### config.mk
export PLATFORM = sky130hd
export DESIGN_NAME = frame_downsampler_flat
export DESIGN_NICKNAME = d
export VERILOG_FILES = /design/src/rtl/frame_downsampler_if.sv /design/src/rtl/frame_downsampler.sv /design/src/flat_wrapper.sv
export SDC_FILE = /design/constraint.sdc
export NUM_CORES = 1
export LEC_CHECK = 0
export ABC_AREA = 1
export BUFFER_PORTS_ARGS = -buffer_cell sky130_fd_sc_hd__clkbuf_2
export CORE_ASPECT_RATIO = 1.75
export CORE_MARGIN = 10
export CORE_UTILIZATION = 45
export CTS_BUF_LIST = sky130_fd_sc_hd__clkbuf_2
export DETAILED_ROUTE_END_ITERATION = 7
export GPL_ROUTABILITY_DRIVEN = 0
export GPL_TIMING_DRIVEN = 0
export PLACE_DENSITY = 0.59
export SYNTH_ARGS = -nofsm -noshare
export SYNTH_HDL_FRONTEND = slang
export SYNTH_SLANG_ARGS = --single-unit
### constraint.sdc
create_clock -name clk -period 5.5 [get_ports clk]
set_input_delay 0.275 -clock clk [delete_from_list [all_inputs] [get_ports clk]]
set_output_delay 0.275 -clock clk [all_outputs]
set_load 0.005 [all_outputs]
### src/rtl/frame_downsampler_if.sv
// Camera-side input stream and CNN-side output stream of the frame downsampler.
// The slave modport is the downsampler; the master modport is the surrounding system.
interface frame_downsampler_if;
    logic [7:0] cam_pixel;
    logic       cam_valid;
    logic       cam_frame_start;
    logic       cnn_busy;
    logic [7:0] pixel_out;
    logic       pixel_valid;
    logic       frame_start;
    logic       frame_done;
    logic [7:0] drop_count;
    logic       active;

    modport slave (
        input  cam_pixel, cam_valid, cam_frame_start, cnn_busy,
        output pixel_out, pixel_valid, frame_start, frame_done, drop_count, active
    );

    modport master (
        output cam_pixel, cam_valid, cam_frame_start, cnn_busy,
        input  pixel_out, pixel_valid, frame_start, frame_done, drop_count, active
    );
endinterface

### src/rtl/frame_downsampler.sv
// Reduces a 32x32 8-bit raster to an 8x8 frame by 4x4 box averaging, skipping frames
// while the CNN is busy and zero-padding aborted frames out to 64 pixels.
module frame_downsampler (
    input  logic                  clk,
    input  logic                  rst_n,
    frame_downsampler_if.slave    bus
);
    typedef enum logic [1:0] {IDLE = 2'd0, ACTIVE = 2'd1, PAD = 2'd2, SKIP = 2'd3} state_t;

    state_t      state_r, state_next_s;
    logic [4:0]  src_col_r, src_row_r, col_s, row_s;
    logic [11:0] acc_r [8];
    logic [6:0]  out_count_r;
    logic        start_s, accept_s, pad_s, drop_inc_s, block_done_s, emit_s, last_out_s;
    logic [2:0]  idx_s;
    logic [11:0] sum_s;

    logic [7:0]  pixel_out_r, drop_count_r;
    logic        pixel_valid_r, frame_start_r, frame_done_r, active_r;

    function automatic logic [7:0] sat_inc8(input logic [7:0] v);
        return (v == 8'd255) ? 8'd255 : v + 8'd1;
    endfunction

    // State register
    always_ff @(posedge clk or negedge rst_n) begin
        if (!rst_n) state_r <= IDLE;
        else        state_r <= state_next_s;
    end

    // Next-state and per-cycle control decode
    always_comb begin
        state_next_s = state_r;
        start_s      = 1'b0;
        accept_s     = 1'b0;
        pad_s        = 1'b0;
        drop_inc_s   = 1'b0;
        case (state_r)
            IDLE, SKIP: begin
                if (bus.cam_frame_start) begin
                    if (bus.cnn_busy) begin
                        state_next_s = SKIP;
                        drop_inc_s   = 1'b1;
                    end else begin
                        state_next_s = ACTIVE;
                        start_s      = 1'b1;
                        accept_s     = bus.cam_valid;
                    end
                end else begin
                    state_next_s = state_r;
                end
            end
            ACTIVE: begin
                if (bus.cam_frame_start) begin
                    // Abort: the first zero pixel goes out on this very edge
                    drop_inc_s   = 1'b1;
                    pad_s        = 1'b1;
                    state_next_s = (out_count_r == 7'd63) ? SKIP : PAD;
                end else if (bus.cam_valid) begin
                    accept_s = 1'b1;
                    if (src_row_r == 5'd31 && src_col_r == 5'd31) state_next_s = IDLE;
                    else                                          state_next_s = ACTIVE;
                end else begin
                    state_next_s = ACTIVE;
                end
            end
            PAD: begin
                pad_s = 1'b1;
                if (out_count_r == 7'd63) state_next_s = SKIP;
                else                      state_next_s = PAD;
            end
            default: state_next_s = IDLE;
        endcase
    end

    // Accumulator addressing; a frame start treats counters and accumulators as already cleared
    always_comb begin
        col_s        = start_s ? 5'd0 : src_col_r;
        row_s        = start_s ? 5'd0 : src_row_r;
        idx_s        = col_s[4:2];
        sum_s        = (start_s ? 12'd0 : acc_r[idx_s]) + {4'd0, bus.cam_pixel};
        block_done_s = accept_s && (row_s[1:0] == 2'd3) && (col_s[1:0] == 2'd3);
        emit_s       = block_done_s || pad_s;
        last_out_s   = emit_s && (out_count_r == 7'd63);
    end

    // Datapath, counters and registered outputs
    always_ff @(posedge clk or negedge rst_n) begin
        if (!rst_n) begin
            src_col_r     <= 5'd0;
            src_row_r     <= 5'd0;
            out_count_r   <= 7'd0;
            for (int i = 0; i < 8; i++) acc_r[i] <= 12'd0;
            pixel_out_r   <= 8'd0;
            pixel_valid_r <= 1'b0;
            frame_start_r <= 1'b0;
            frame_done_r  <= 1'b0;
            drop_count_r  <= 8'd0;
            active_r      <= 1'b0;
        end else begin
            pixel_valid_r <= emit_s;
            frame_done_r  <= last_out_s;
            frame_start_r <= start_s;
            // Held high through the cycle carrying the final pixel of a frame
            active_r      <= (state_next_s == ACTIVE) || (state_next_s == PAD) || emit_s;
            if (emit_s) pixel_out_r <= pad_s ? 8'd0 : sum_s[11:4];
            if (drop_inc_s) drop_count_r <= sat_inc8(drop_count_r);

            if (start_s)     out_count_r <= 7'd0;
            else if (emit_s) out_count_r <= out_count_r + 7'd1;

            if (accept_s) begin
                src_col_r <= col_s + 5'd1;
                src_row_r <= (col_s == 5'd31) ? row_s + 5'd1 : row_s;
            end else if (start_s) begin
                src_col_r <= 5'd0;
                src_row_r <= 5'd0;
            end

            for (int i = 0; i < 8; i++) begin
                if (accept_s && idx_s == 3'(i)) acc_r[i] <= block_done_s ? 12'd0 : sum_s;
                else if (start_s)               acc_r[i] <= 12'd0;
            end
        end
    end

    assign bus.pixel_out   = pixel_out_r;
    assign bus.pixel_valid = pixel_valid_r;
    assign bus.frame_start = frame_start_r;
    assign bus.frame_done  = frame_done_r;
    assign bus.drop_count  = drop_count_r;
    assign bus.active      = active_r;
endmodule

### src/flat_wrapper.sv
// flat-port wrapper written by rule: the top's interface ports become plain ports
module frame_downsampler_flat 
  (clk, rst_n, bus_cam_pixel, bus_cam_valid, bus_cam_frame_start, bus_cnn_busy, bus_pixel_out, bus_pixel_valid, bus_frame_start, bus_frame_done, bus_drop_count, bus_active);
  frame_downsampler_if bus_i ();
  input  logic clk;
  input  logic rst_n;
  input wire logic [$bits(bus_i.cam_pixel)-1:0] bus_cam_pixel;
  input wire logic [$bits(bus_i.cam_valid)-1:0] bus_cam_valid;
  input wire logic [$bits(bus_i.cam_frame_start)-1:0] bus_cam_frame_start;
  input wire logic [$bits(bus_i.cnn_busy)-1:0] bus_cnn_busy;
  output wire logic [$bits(bus_i.pixel_out)-1:0] bus_pixel_out;
  output wire logic [$bits(bus_i.pixel_valid)-1:0] bus_pixel_valid;
  output wire logic [$bits(bus_i.frame_start)-1:0] bus_frame_start;
  output wire logic [$bits(bus_i.frame_done)-1:0] bus_frame_done;
  output wire logic [$bits(bus_i.drop_count)-1:0] bus_drop_count;
  output wire logic [$bits(bus_i.active)-1:0] bus_active;
  assign bus_i.cam_pixel = bus_cam_pixel;
  assign bus_i.cam_valid = bus_cam_valid;
  assign bus_i.cam_frame_start = bus_cam_frame_start;
  assign bus_i.cnn_busy = bus_cnn_busy;
  assign bus_pixel_out = bus_i.pixel_out;
  assign bus_pixel_valid = bus_i.pixel_valid;
  assign bus_frame_start = bus_i.frame_start;
  assign bus_frame_done = bus_i.frame_done;
  assign bus_drop_count = bus_i.drop_count;
  assign bus_active = bus_i.active;
  frame_downsampler u_core (.clk(clk), .rst_n(rst_n), .bus(bus_i));
endmodule
==> results.sh <==
export IMPL_cts_root_buf="clkbuf_2"
export IMPL_cts_setup_buffers=0
export IMPL_synth_top_cell_area_share=0.506
export IMPL_min_period_ps=4490
export IMPL_stdcell_count=1017
export IMPL_synth_area_per_cell_um2=8.71
export IMPL_critPathKind="reg -> reg"
export IMPL_cp_required_ps=6150
export IMPL_postRouteAntennaNets=0
export IMPL_dieArea_mm2=0.0203
export IMPL_pin_count=33
export IMPL_run_status="finished, final reports clean"
export IMPL_cp_arrival_ps=5140
export IMPL_postCtsResizedCells=0
export IMPL_vias_per_cell=5.64
export IMPL_power_density_mw_per_mm2=436
export IMPL_synth_seq_cells=135
export IMPL_synthToLayoutAreaGrowth_pct=11.2
export IMPL_drt_total_wl_um=19300
export IMPL_dp_cells=980
export IMPL_grt_usage=0.191
export IMPL_fp_dieW_um=112
export IMPL_grt_pass1_wl_um=31200
export IMPL_leakage_nw=3.66
export IMPL_yosys_top_cells_area="dfrtp_1 51%, nand2_1 10%, inv_1 5.7%, o22ai_1 4.5%, o21ai_0 4.0%"
export IMPL_holdWs_ps=70.7
export IMPL_clock_fmax_mhz=223
export IMPL_drt_initial_drc_count=382
export IMPL_initial_utilization=0.462
export IMPL_maxCapViolCount=0
export IMPL_relSlewSlack=0.416
export IMPL_ys_types=44
export IMPL_slew_violations=0
export IMPL_synth_largest_area_cell="dfrtp_1"
export IMPL_drc=0
export IMPL_cp_end_kind="register"
export IMPL_post_dp_hpwl_um=14300
export IMPL_setup_viol=0
export IMPL_fin_crit_sh=0.817
export IMPL_synthArstFlopShare=1.00
export IMPL_yosysWarnings=0
export IMPL_htreeDepth=4
export IMPL_grt_overflow=0
export IMPL_drtPass1Iterations=5
export IMPL_num_vias=5735
export IMPL_grt_pass1_vias=5848
export IMPL_port_buffers=32
export IMPL_drt_wirelength_per_cell_um=19.0
export IMPL_cts_tree="yes"
export IMPL_clock_sinks=135
export IMPL_hp_class="in -> async"
export IMPL_setup_tns_ps=0
export IMPL_core_mm2=0.0144
export IMPL_clk_latency_ps=710
export IMPL_grt_antenna_before_repair=1
export IMPL_fill_cells=1384
export IMPL_synthFlopType="dfrtp_1"
export IMPL_netlist_area_mm2=0.00668
export IMPL_max_slew_worst_pin_slew_ps=873
export IMPL_drive_gt1_frac=0.152
export IMPL_syn_nets=796
export IMPL_synth_enable_flop_cells=0
export IMPL_synth_cells=767
export IMPL_grt_max_degree=70
export IMPL_yosysSeqAreaShare=0.506
export IMPL_cts_buffers=17
export IMPL_finClkSkew_ps=40.7
export IMPL_path_clk_slew_ps=220
export IMPL_synth_most_common_cell="nand2_1"
export IMPL_cp_max_fo=10
export IMPL_ir_drop_v=0.000203
export IMPL_cp_start_kind="register"
export IMPL_fp_dieH_um=181
export IMPL_ctsLongestPathBuffers=2
export IMPL_rsz0062_at_grt="false"
export IMPL_synthTopCellsByCount="178 x nand2_1, 135 x dfrtp_1, 102 x inv_1, 54 x o21ai_0, 48 x o22ai_1"
export IMPL_nets=852
export IMPL_hold_viol=0
export IMPL_row_count=58
power breakdown:
group | internal [mW] | switching, mW | leakage [nW]
Clock | 0.301 | 0.396 | 0.159
Combinational | 0.392 | 0.991 | 1.65
Sequential | 1.10 | 0.0600 | 1.85
state kept, by name, indices dropped and copies added, names as in the netlist:
| name | count |
|---|---|
| u_core.state_r | 2 |
| u_core.out_count_r | 7 |
| u_core.bus.frame_done | 1 |
| u_core.acc_r | 96 |
| u_core.bus.drop_count | 8 |
| u_core.src_col_r | 5 |
| u_core.bus.frame_start | 1 |
| u_core.src_row_r | 5 |
| u_core.bus.pixel_valid | 1 |
| u_core.bus.active | 1 |
| u_core.bus.pixel_out | 8 |
metrics by stage:
step           instance area, um^2  power (mW)  worst slack, ps  utilization
6_report                      7430        3.24             1010        0.514
4_1_cts                       7420        3.25             1070        0.514
3_5_place_dp                  7100        2.54             1080        0.492
2_1_floorplan                 6680        2.06             2060            -
5_1_grt                       7430        3.44              744        0.514
3_3_place_gp                  7060        2.50             1190        0.489
path summary, 6_finish.rpt:
path                                                      from                                   end  slack, ps  cells after the start
max reg2reg                        u_core.state_r[0]$_DFF_PN0_          u_core.acc_r[79]$_DFFE_PN0P_       1010                     17
min in group clk                                  bus_cnn_busy           u_core.bus.active$_DFF_PN0_        100                      6
min                                                      rst_n  u_core.bus.drop_count[4]$_DFFE_PN0P_         70                      2
max in group asynchronous                                rst_n          u_core.acc_r[93]$_DFFE_PN0P_       4670                      3
min reg2reg                u_core.bus.pixel_out[6]$_DFFE_PN0P_   u_core.bus.pixel_out[6]$_DFFE_PN0P_        510                      2
max                                u_core.state_r[0]$_DFF_PN0_          u_core.acc_r[79]$_DFFE_PN0P_       1010                     17
cells by family (layout without fill, tap and decap cells):
logic type,after synthesis,after routing,synth area share
buffers and inverters,135,204,0.0808
and+or+nand+nor,298,298,0.208
other,0,1,0
xor gates and xnor gates,11,11,0.0144
adders and majority gates,16,16,0.0311
DFF,135,135,0.506
AOI/OAI and AO/OA,172,172,0.159
placed cells by master, fill, tap and decap left out, drive strengths merged:
master,netlist,routed
xor2,9,9
xnor2,2,2
o32ai,6,6
nand2,185,185
o22a,1,1
a21oi,15,15
nand4,18,18
dfrtp,135,135
nor3,16,16
buf,16,17
o21ai,73,73
o21a,2,2
nand3,40,40
ha,15,15
o2111ai,9,9
a31oi,1,1
o221ai,1,1
o22ai,48,48
dlygate4sd3,0,4
bufinv,0,4
o211ai,3,3
clkinv,0,5
clkinvlp,0,3
diode,0,1
or2,5,5
nor4,1,1
o311ai,1,1
fa,1,1
inv,116,119
nor2,33,33
o21bai,1,1
a32o,9,9
a22o,2,2
clkbuf,3,52
worst max-delay path, cell delays in order, from the launching register on:
cell     delay, ps
dfrtp_1        400
inv_1           60
ha_1           330
nand3_2        180
buf_6          210
nand2_1        140
nor2_4         110
inv_1          220
buf_2          340
o22ai_1        110
o32ai_1        510
ha_1           380
inv_1          120
o21ai_0        130
a21oi_1        150
nand2_1        110
xor2_1         650
a32o_1         280
routing by layer:
metal	vias to the layer above	track usage	share of wire	wire [um]
met5	-	0	0	0
met4	0	0.130	0.062	1190
met3	62	0.0365	0.035	672
met2	160	0.327	0.52	9970
met1	2813	0.207	0.39	7490
li1	2700	-	-	-
layout make-up:
cell class | count | area (um^2) | area share
Antenna cell | 1 | 2.50 | 0.000337
Timing Repair Buffer | 37 | 236 | 0.0318
Clock inverter | 15 | 200 | 0.0270
Clock buffer | 17 | 85.1 | 0.0115
Multi-Input combinational cell | 497 | 2760 | 0.372
Sequential cell | 135 | 3380 | 0.455
Tap cell | 180 | 225 | 0.0303
Inverter | 116 | 435 | 0.0586
Buffer | 19 | 104 | 0.0140
what timing repair did:
action	CTS	global route
hold endpoints to repair	73	0
hold buffers	4	0
setup endpoints to repair	0	0
(Power assumes the default switching activity.)
